<file path="config.mk">
export PLATFORM = sky130hd
export DESIGN_NAME = neurosync_input_conditioner
export DESIGN_NICKNAME = d
export VERILOG_FILES = /design/src/rtl/neurosync_pkg.sv /design/src/rtl/debounce_channel.sv /design/src/rtl/neurosync_input_conditioner.sv
export SDC_FILE = /design/constraint.sdc
export NUM_CORES = 1
export LEC_CHECK = 0
export CAP_MARGIN = 20
export CORE_MARGIN = 5
export CORE_UTILIZATION = 31
export CTS_CLUSTER_SIZE = 12
export DETAILED_ROUTE_END_ITERATION = 16
export GPL_TIMING_DRIVEN = 0
export SYNTH_ARGS = -nofsm -noshare
export SYNTH_HDL_FRONTEND = slang
export SYNTH_SLANG_ARGS = --single-unit
</file>
<file path="constraint.sdc">
create_clock -name clock -period 4.8 [get_ports clock]
set_clock_uncertainty 0.1 [all_clocks]
set_input_delay 0.72 -clock clock [delete_from_list [all_inputs] [get_ports clock]]
set_output_delay 0.72 -clock clock [all_outputs]
set_load 0.01 [all_outputs]
</file>
<file path="src/rtl/neurosync_pkg.sv">
// Shared definitions for the NeuroSync input conditioner: debounce FSM encoding,
// default timing constants and channel ordering of the niveis bus.
package neurosync_pkg;

    typedef enum logic [1:0] {
        SOLTO,
        CONFIRMA_ALTO,
        PRESSIONADO,
        CONFIRMA_BAIXO
    } db_state_t;

    localparam int DEFAULT_DEBOUNCE_CYCLES = 50000;
    localparam int DEFAULT_REPEAT_DELAY    = 25000000;
    localparam int DEFAULT_REPEAT_RATE     = 5000000;

    localparam int NUM_CHANNELS = 8;
    localparam int CH_JOGAR     = 0;
    localparam int CH_CONFIRMA  = 1;
    localparam int CH_DIREITA   = 2;
    localparam int CH_ESQUERDA  = 3;
    localparam int CH_BOTOES    = 4;

    function automatic int max_int(input int a, input int b);
        return (a > b) ? a : b;
    endfunction

endpackage

</file>
<file path="src/rtl/debounce_channel.sv">
// One button channel: 2-flop synchronizer, four-state debounce FSM with a
// saturating stability counter; exposes next-cycle level/press so the top can register them.
module debounce_channel
    import neurosync_pkg::*;
#(
    parameter int DEBOUNCE_CYCLES = DEFAULT_DEBOUNCE_CYCLES
) (
    input  logic clock,
    input  logic reset,
    input  logic raw,
    output logic press,
    output logic pressed_next,
    output logic level_next
);

    localparam int CW = $clog2(DEBOUNCE_CYCLES + 1);
    localparam logic [CW-1:0] CNT_MAX = CW'(DEBOUNCE_CYCLES);

    logic          sync_meta;
    logic          sync_out;
    db_state_t     state;
    db_state_t     state_nxt;
    logic [CW-1:0] cnt;
    logic [CW-1:0] cnt_nxt;
    logic [CW-1:0] cnt_inc;

    // NOTE: non-blocking assignments make both synchronizer flops sample the old
    // values at the same edge; blocking here would collapse the chain to one flop.
    always_ff @(posedge clock or negedge reset) begin
        if (!reset) begin
            sync_meta <= 1'b0;
            sync_out  <= 1'b0;
            state     <= SOLTO;
            cnt       <= '0;
        end else begin
            sync_meta <= raw;
            sync_out  <= sync_meta;
            state     <= state_nxt;
            cnt       <= cnt_nxt;
        end
    end

    assign cnt_inc = (cnt == CNT_MAX) ? cnt : cnt + CW'(1);

    // NOTE: every output of this block gets a default first, so no path leaves
    // a variable unassigned and no latch is inferred.
    always_comb begin
        state_nxt = state;
        cnt_nxt   = cnt;
        case (state)
            SOLTO: begin
                if (sync_out) begin
                    state_nxt = CONFIRMA_ALTO;
                    cnt_nxt   = '0;
                end
            end
            CONFIRMA_ALTO: begin
                if (!sync_out) begin
                    state_nxt = SOLTO;
                    cnt_nxt   = '0;
                end else if (cnt_inc == CNT_MAX) begin
                    state_nxt = PRESSIONADO;
                    cnt_nxt   = '0;
                end else begin
                    cnt_nxt = cnt_inc;
                end
            end
            PRESSIONADO: begin
                if (!sync_out) begin
                    state_nxt = CONFIRMA_BAIXO;
                    cnt_nxt   = '0;
                end
            end
            CONFIRMA_BAIXO: begin
                if (sync_out) begin
                    state_nxt = PRESSIONADO;
                    cnt_nxt   = '0;
                end else if (cnt_inc == CNT_MAX) begin
                    state_nxt = SOLTO;
                    cnt_nxt   = '0;
                end else begin
                    cnt_nxt = cnt_inc;
                end
            end
            default: begin
                state_nxt = SOLTO;
                cnt_nxt   = '0;
            end
        endcase
    end

    // Only a qualified rise is a press; bouncing back from CONFIRMA_BAIXO is not.
    assign press        = (state == CONFIRMA_ALTO) && (state_nxt == PRESSIONADO);
    assign pressed_next = (state_nxt == PRESSIONADO);
    assign level_next   = (state_nxt == PRESSIONADO) || (state_nxt == CONFIRMA_BAIXO);

endmodule

</file>
<file path="src/rtl/neurosync_input_conditioner.sv">
// Eight debounced button channels with auto-repeat on direita/esquerda,
// left/right conflict suppression, lowest-index botoes priority and an output enable.
module neurosync_input_conditioner
    import neurosync_pkg::*;
#(
    parameter int DEBOUNCE_CYCLES = DEFAULT_DEBOUNCE_CYCLES,
    parameter int REPEAT_DELAY    = DEFAULT_REPEAT_DELAY,
    parameter int REPEAT_RATE     = DEFAULT_REPEAT_RATE
) (
    input  logic       clock,
    input  logic       reset,
    input  logic       habilita,
    input  logic       jogar,
    input  logic       confirma,
    input  logic       direita,
    input  logic       esquerda,
    input  logic [3:0] botoes,
    output logic       jogar_det,
    output logic       confirma_det,
    output logic       direita_det,
    output logic       esquerda_det,
    output logic [3:0] botoes_det,
    output logic [7:0] niveis
);

    localparam int RW = $clog2(max_int(REPEAT_DELAY, REPEAT_RATE) + 1);
    localparam logic [RW-1:0] DELAY_CNT = RW'(REPEAT_DELAY);
    localparam logic [RW-1:0] RATE_CNT  = RW'(REPEAT_RATE);

    logic [NUM_CHANNELS-1:0] raw;
    logic [NUM_CHANNELS-1:0] press;
    logic [NUM_CHANNELS-1:0] pressed_next;
    logic [NUM_CHANNELS-1:0] level_next;
    logic [1:0]              rep_fire;
    logic [1:0]              lr_pulse;
    logic                    lr_block;
    logic [3:0]              bot_press;
    logic [3:0]              bot_sel;

    assign raw = {botoes, esquerda, direita, confirma, jogar};

    for (genvar i = 0; i < NUM_CHANNELS; i++) begin : g_channel
        debounce_channel #(
            .DEBOUNCE_CYCLES(DEBOUNCE_CYCLES)
        ) u_channel (
            .clock       (clock),
            .reset       (reset),
            .raw         (raw[i]),
            .press       (press[i]),
            .pressed_next(pressed_next[i]),
            .level_next  (level_next[i])
        );
    end

    // Held-cycle counter restarts at entry and after every repeat; 'armed' selects
    // the initial delay or the steady repeat period as the next target.
    for (genvar k = 0; k < 2; k++) begin : g_repeat
        localparam int CH = CH_DIREITA + k;

        logic [RW-1:0] cnt;
        logic [RW-1:0] cnt_inc;
        logic [RW-1:0] target;
        logic          armed;

        assign cnt_inc     = cnt + RW'(1);
        assign target      = armed ? RATE_CNT : DELAY_CNT;
        assign rep_fire[k] = pressed_next[CH] && !press[CH] && (cnt_inc == target);

        always_ff @(posedge clock or negedge reset) begin
            if (!reset) begin
                cnt   <= '0;
                armed <= 1'b0;
            end else if (press[CH] || !pressed_next[CH]) begin
                cnt   <= '0;
                armed <= 1'b0;
            end else if (rep_fire[k]) begin
                cnt   <= '0;
                armed <= 1'b1;
            end else begin
                cnt <= cnt_inc;
            end
        end
    end

    assign lr_block  = level_next[CH_DIREITA] & level_next[CH_ESQUERDA];
    assign lr_pulse  = (press[CH_ESQUERDA:CH_DIREITA] | rep_fire) & {2{~lr_block}};
    assign bot_press = press[CH_BOTOES +: 4];
    // Two's-complement trick isolates the lowest set bit.
    assign bot_sel   = bot_press & (~bot_press + 4'd1);

    always_ff @(posedge clock or negedge reset) begin
        if (!reset) begin
            jogar_det    <= 1'b0;
            confirma_det <= 1'b0;
            direita_det  <= 1'b0;
            esquerda_det <= 1'b0;
            botoes_det   <= '0;
            niveis       <= '0;
        end else begin
            jogar_det    <= habilita & press[CH_JOGAR];
            confirma_det <= habilita & press[CH_CONFIRMA];
            direita_det  <= habilita & lr_pulse[0];
            esquerda_det <= habilita & lr_pulse[1];
            botoes_det   <= habilita ? bot_sel : 4'd0;
            niveis       <= level_next;
        end
    end

endmodule
</file>
# --- Word-level counts from Yosys, hierarchy flattened ---
# Cells that the tools add are included.
word_totals:
  wordCells: 304
  register_bits: 228
  out_inout_bits: 16
  input_bits: 11
op_classes:
  reduce_logical: 44
  bitwise: 10
  n_addsub: 11
  eq_ne: 74
  mux: 123
ops:
  columns: ["op", "count"]
  rows:
  - ["16-bit 2-to-1 mux", 48]
  - ["16-bit case mux with 4 select lines", 8]
  - ["16-bit == test, second input constant", 16]
  - ["25-bit 2-to-1 mux", 6]
  - ["16-bit by 1-bit adder with 16-bit output, second input constant", 8]
  - ["2-bit 2-to-1 mux", 48]
  - ["2-bit == test, second input constant", 32]
  - ["2-bit case mux with 4 select lines", 8]
  - ["25-bit by 1-bit adder with 25-bit output, second input constant", 2]
  - ["25-bit == test", 2]
  - ["2-bit by 1-bit == test with 1-bit output, second input constant", 8]
  - ["2-bit logical NOT", 8]
  - ["2-bit by 1-bit inequality test with 1-bit output, second input constant", 8]
  - ["2-bit inequality test, second input constant", 8]
  - ["2-bit AND reduction", 8]
  - ["1-bit logical AND", 12]
  - ["1-bit logical OR", 10]
  - ["1-bit bitwise AND", 5]
  - ["4-bit by 1-bit adder with 4-bit output, second input constant", 1]
  - ["4-bit bitwise AND", 1]
  - ["1-bit logical NOT", 4]
  - ["1-bit 2-to-1 mux", 4]
  - ["4-bit 2-to-1 mux", 1]
  - ["4-bit inverter", 1]
  - ["4 further kinds", 5]

# --- Depth between registers and ports, before layout ---
# Gate-level depths: netlist of the first run.
logic_depth:
  word_depth: 14
  ltp_mapped: 11
  mapped_depth_nobuf: 9

# --- Cells and area by module ---
# A second synthesis of the first run with hierarchy kept.
unflattened:
  cells_unflattened: 1685
  hier_area_um2: 15018.2
modules_own_cells:
  columns: ["module", "area_per_inst_um2", "seq_area_each_um2", "cells_each", "n_inst"]
  rows:
  - ["debounce_channel", 1381.3, 500.5, 158, 8]
  - ["neurosync_input_conditioner", 3967.6, 1701.6, 421, 1]

# --- Worst setup path after synthesis of the first run ---
# OpenSTA, ideal clock, no wires.
synth_path:
  path_type: "flip-flop to flip-flop"
  from: "register g_channel[3].u_channel.cnt[3]"
  to: "register g_channel[3].u_channel.cnt[7]"
  t_arrival_ns: 2.889
  setup_ns: 0.082
  path_buffers: 2
  period_less_slack_ns: 3.071
  path_stages_with_launch: 10
  setup_slack_ns: 1.729
  t_required_ns: 4.618
  cell_sequence: "dfrtp_1 > clkbuf_1 > or4b_2 > nor4_1 > mux2_2 > and3_1 > a21oi_1 > clkbuf_1 > a21oi_1 > a31oi_1"
synth_via:
  elab_chain_len: 6
  word_cells_on_any_way: 8
  classes_between: "add/sub: 1; eq/ne: 2; mux: 5"
synth_lines:
  columns: ["element", "line_no", "source"]
  rows:
  - ["from (decl)", "debounce_channel.sv:23", "logic [CW-1:0] cnt;"]
  - ["from (signal assigned)", "debounce_channel.sv:39", "cnt <= cnt_nxt;"]
  - ["16-bit by 1-bit adder with 16-bit output or 16-bit == test (tied branches)", "debounce_channel.sv:43", "assign cnt_inc = (cnt == CNT_MAX) ? cnt : cnt + CW'(1);"]
  - ["16-bit 2-to-1 mux (*)", "debounce_channel.sv:43", null]
  - ["16-bit == test", "debounce_channel.sv:61, debounce_channel.sv:78", null]
  - ["16-bit 2-to-1 mux (*)", "debounce_channel.sv:61, debounce_channel.sv:78", null]
  - ["16-bit 2-to-1 mux, on equally long branches", "debounce_channel.sv:75, debounce_channel.sv:58", null]
  - ["16-bit case mux with 4 select lines (*)", "debounce_channel.sv:50", "case (state)"]
# Mark *: on every way between the ends. The rest lies on a longest branch, timed or not.
# A chain may end at the register's enable or synchronous reset.

# --- Final worst setup path of the first run ---
layout_path:
  from: "register g_channel[5].u_channel.cnt[5]"
  to: "register botoes_det[1]"
layout_via:
  elab_chain_len: 12
  word_cells_on_any_way: 15
  classes_between: "add/sub: 2; eq/ne: 3; mux: 7; bitwise: 2; reduce/logical: 1"
layout_lines:
  columns: ["element", "line_no", "source"]
  rows:
  - ["from (decl)", "debounce_channel.sv:23", null]
  - ["from (signal assigned)", "debounce_channel.sv:39", null]
  - ["16-bit by 1-bit adder with 16-bit output or 16-bit == test (tied branches)", "debounce_channel.sv:43", null]
  - ["16-bit 2-to-1 mux (*)", "debounce_channel.sv:43", null]
  - ["16-bit == test (*)", "debounce_channel.sv:61, debounce_channel.sv:78", null]
  - ["2-bit 2-to-1 mux, on equally long branches", "debounce_channel.sv:78, debounce_channel.sv:61", null]
  - ["2-bit 2-to-1 mux, on equally long branches", "debounce_channel.sv:75, debounce_channel.sv:58", null]
  - ["2-bit case mux with 4 select lines (*)", "debounce_channel.sv:50", null]
  - ["2-bit == test (*)", "debounce_channel.sv:93", "assign press = (state == CONFIRMA_ALTO) && (state_nxt == PRESSIONADO);"]
  - ["1-bit logical AND (*)", "debounce_channel.sv:93", null]
  - ["4-bit inverter", "neurosync_input_conditioner.sv:89", "assign bot_sel = bot_press & (~bot_press + 4'd1);"]
  - ["4-bit by 1-bit adder with 4-bit output", "neurosync_input_conditioner.sv:89", null]
  - ["4-bit bitwise AND (*)", "neurosync_input_conditioner.sv:89", null]
  - ["4-bit 2-to-1 mux (*)", "neurosync_input_conditioner.sv:104", "botoes_det <= habilita ? bot_sel : 4'd0;"]
  - ["to (signal assigned)", "neurosync_input_conditioner.sv:104", null]
  - ["to (decl)", "neurosync_input_conditioner.sv:22", "output logic [3:0] botoes_det,"]
# Marked as above.

==> out/qor.yml, run 1 <==
critical_path.top_delay_family: "simple AND/OR/NAND/NOR gates"
grt_pass1_wl_mm: 58.5
cts_tree: "built"
leakagePower_nw: 6.24
dp_hpwl_mm: 23.4
grt_util_met1_pct: 19.1
period_share_pct: 85.5
outcome: "complete, but fails checks"
drtAntennaViolNets: 0
fill_cells: 4667
arrival_ns: 4.50
min_period_ns: 4.10
cp_slowest_cell: "nor4_2"
max_stage_delay_ns: 0.74
worstSetupStartpointType: "flip-flop"
netlist_instances: 1615
dp_cells: 2243
dieArea_um2: 50000
yosysTopAreaCell: "dfrtp_1"
grtUsageMet2_pct: 21.4
routedWlPerCell_um: 14.8
crit_required_ns: 5.20
viasPerCell: 5.38
worst_slack_ns: 0.698
post_cts_resized: 0
drtIter0Drc: 1180
hp-class: "input pin to async pin"
grt_setup_unrepaired: "false"
synth.yosys.warnings: 0
endpoint_kind: "flip-flop"
max_freq_ghz: 0.244
syn_to_final_growth_pct: 14.2
clk_pin_slew_worst_paths_ns: 0.06
core_area_um2: 45300
final_design_area_no_fill_um2: 16200
path_cells: "clkbuf_1 > or4_1 > nor4_2 > o21ai_0 > a2111oi_0 > nand4_1 > buf_2 > nor4_2 > o311a_1"
clkLatencyLatePin_ns: 0.57
synth_enable_flop_cells: 0
num_rows: 78
clk_path_buf_depth: 3
cts_setup_buffers: 0
port_buffers: 26
tns_ns: 0
vdd_drop_max_mv: 0.243
postCtsHoldBufs: 0
antenna_found_initial: 0
ys_seq_area_share_pct: 40.3
final_cell_count_no_fill: 2295
clock-root-buffer: "clkbuf_16"
cts_made_buffers: 29
antenna_cells: 0
power_density_nw_per_um2: 277
slew_headroom_pct: 25.8
wl_mm: 34.0
dieWidth_um: 224
start_util_pct: 31.3
nets: 1705
finalMaxSlewViolations: 0
drive_above_1_share_pct: 7.61
synth_fp_nets: 1646
gp_congestion: 0.885
clock_sinks: 228
grt-ovfl-total: 0
setup_violations: 0
worstMarginPinSlew_ns: 1.10
first_global_vias: 11700
dr.pass1.iters: 5
avgSynthCellArea_um2: 8.77
grtUsageMet3_pct: 1.85
placed_area_um2: 15200
synthTopCellsByArea: "dfrtp_1 40%, nand2_1 4.7%, xnor2_1 4.1%"
pin_count: 27
synthArstFlopShare_pct: 100
drv_cap: 0
cp_num_buf_inv: 2
netlist_area_um2: 14200
cp_max_fo: 10
violations: "hold timing"
die_h_um: 224
dp_slack_ns: 0.817
busiest_layer: "met2"
grt_max_degree: 80
synth.distinct_cells: 86
final_common_cell: "dfrtp_1"
ys_ff_latch: 228
final_core_util_pct: 35.7
critPathKind: "flip-flop to flip-flop"
layout_common_cells: "228 x dfrtp_1, 178 x nand2_1, 101 x nand3_1, 92 x clkbuf_1, 92 x nor3_1"
crit_top_cell: "nor4_2"
via_count: 12300
synth_top_area_share_pct: 40.3
timing.hold.ws_ns: -0.00837
h-tree-depth: 1
hold_viol_final: 5
route.detailed.drc: 0
grt_usage_pct: 13.4
synth_ff_type: "dfrtp_1"
-- flip-flops by register name (all words and copies together), names as in the netlist --
signal                         flops
g_channel.u_channel.state         16
g_repeat.armed                     2
esquerda_det                       1
g_channel.u_channel.sync_out       8
direita_det                        1
jogar_det                          1
g_channel.u_channel.cnt          128
niveis                             8
confirma_det                       1
g_repeat.cnt                      50
botoes_det                         4
g_channel.u_channel.sync_meta      8
-- cells in the mapped netlist (42+ instances only) --
cell and number:
nand2_1 178, dfrtp_1 228, nor3_1 92, nand3_1 101, a31oi_1 42, inv_1 47, nor2_1 91, xor2_1 45
xnor2_1 66, o21ai_0 71, clkbuf_1 90, nand4_1 63
-- cells by family (layout without fill, tap and decap cells) --
| family | count (synthesis) | after routing | synth area share [%] |
|---|---|---|---|
| XOR/XNOR | 111 | 111 | 6.87 |
| flip-flops | 228 | 228 | 40.3 |
| adder cells (fa/ha/maj) | 20 | 20 | 1.77 |
| AND/OR/NAND/NOR | 770 | 770 | 29.6 |
| multiplexers | 28 | 28 | 2.13 |
| buffers and inverters | 152 | 232 | 4.22 |
| AO/OA/AOI/OAI | 306 | 306 | 15.1 |
-- per-stage QoR --
| stage | hold slack (ns) | power [mW] |
|---|---|---|
| 2_1_floorplan | 0.231 | 2.24 |
| 3_3_place_gp | 0.233 | 2.36 |
| 3_5_place_dp | 0.235 | 2.37 |
| 4_1_cts | 0.00422 | 4.56 |
| 5_1_grt | 0.0498 | 4.69 |
| 6_report | -0.00837 | 4.47 |
-- final cells by class --
| cell class | instances | area, um^2 | share of cell area [%] |
|---|---|---|---|
| inverter | 48 | 180 | 1.11 |
| tap | 600 | 751 | 4.64 |
| clock buffer | 36 | 802 | 4.96 |
| sequential | 228 | 5710 | 35.3 |
| timing repair buffer | 28 | 320 | 1.98 |
| buffer | 104 | 418 | 2.58 |
| multi-input combinational | 1235 | 7850 | 48.6 |
| clock inverter | 16 | 139 | 0.859 |
-- where the power goes --
part	switching [mW]	internal, mW	leakage (nW)	total, mW
combinational	0.209	0.112	2.66	0.321
clock	0.891	1.24	0.464	2.13
sequential	0.0518	1.97	3.12	2.02
total	1.15	3.32	6.24	4.47
-- metal layers --
metal	routed length [um]	vias to the layer above
met4	702	0
met2	15400	264
met5	0	-
met3	1480	45
met1	16400	5968
li1	-	6071
-- path summary, 6_finish.rpt --
kind                                             startpoint                         endpoint  slack (ns)  depth (start not counted)
hold / removal                                        reset    g_channel[3].u_channel.cnt[6]      -0.008                          1
max in group asynchronous                             reset    g_channel[0].u_channel.cnt[4]        3.41                          3
min in group clock         g_channel[5].u_channel.sync_meta  g_channel[5].u_channel.sync_out        0.25                          0
hold reg to reg            g_channel[5].u_channel.sync_meta  g_channel[5].u_channel.sync_out        0.25                          0
setup / recovery              g_channel[5].u_channel.cnt[5]                    botoes_det[1]        0.70                          9
setup reg to reg              g_channel[5].u_channel.cnt[5]                    botoes_det[1]        0.70                          9
(Power assumes the default switching activity.)
==> run 2, diff against run 1 <==
--- a/config.mk
+++ b/config.mk
@@ -5,7 +5,7 @@
 export SDC_FILE = /design/constraint.sdc
 export NUM_CORES = 1
 export LEC_CHECK = 0
-export CAP_MARGIN = 20
+export CAP_MARGIN = 30
 export CORE_MARGIN = 5
 export CORE_UTILIZATION = 31
 export CTS_CLUSTER_SIZE = 12
==> results of run 2 <==
The final DEF is identical to that of run 1; final timing and power are the same.
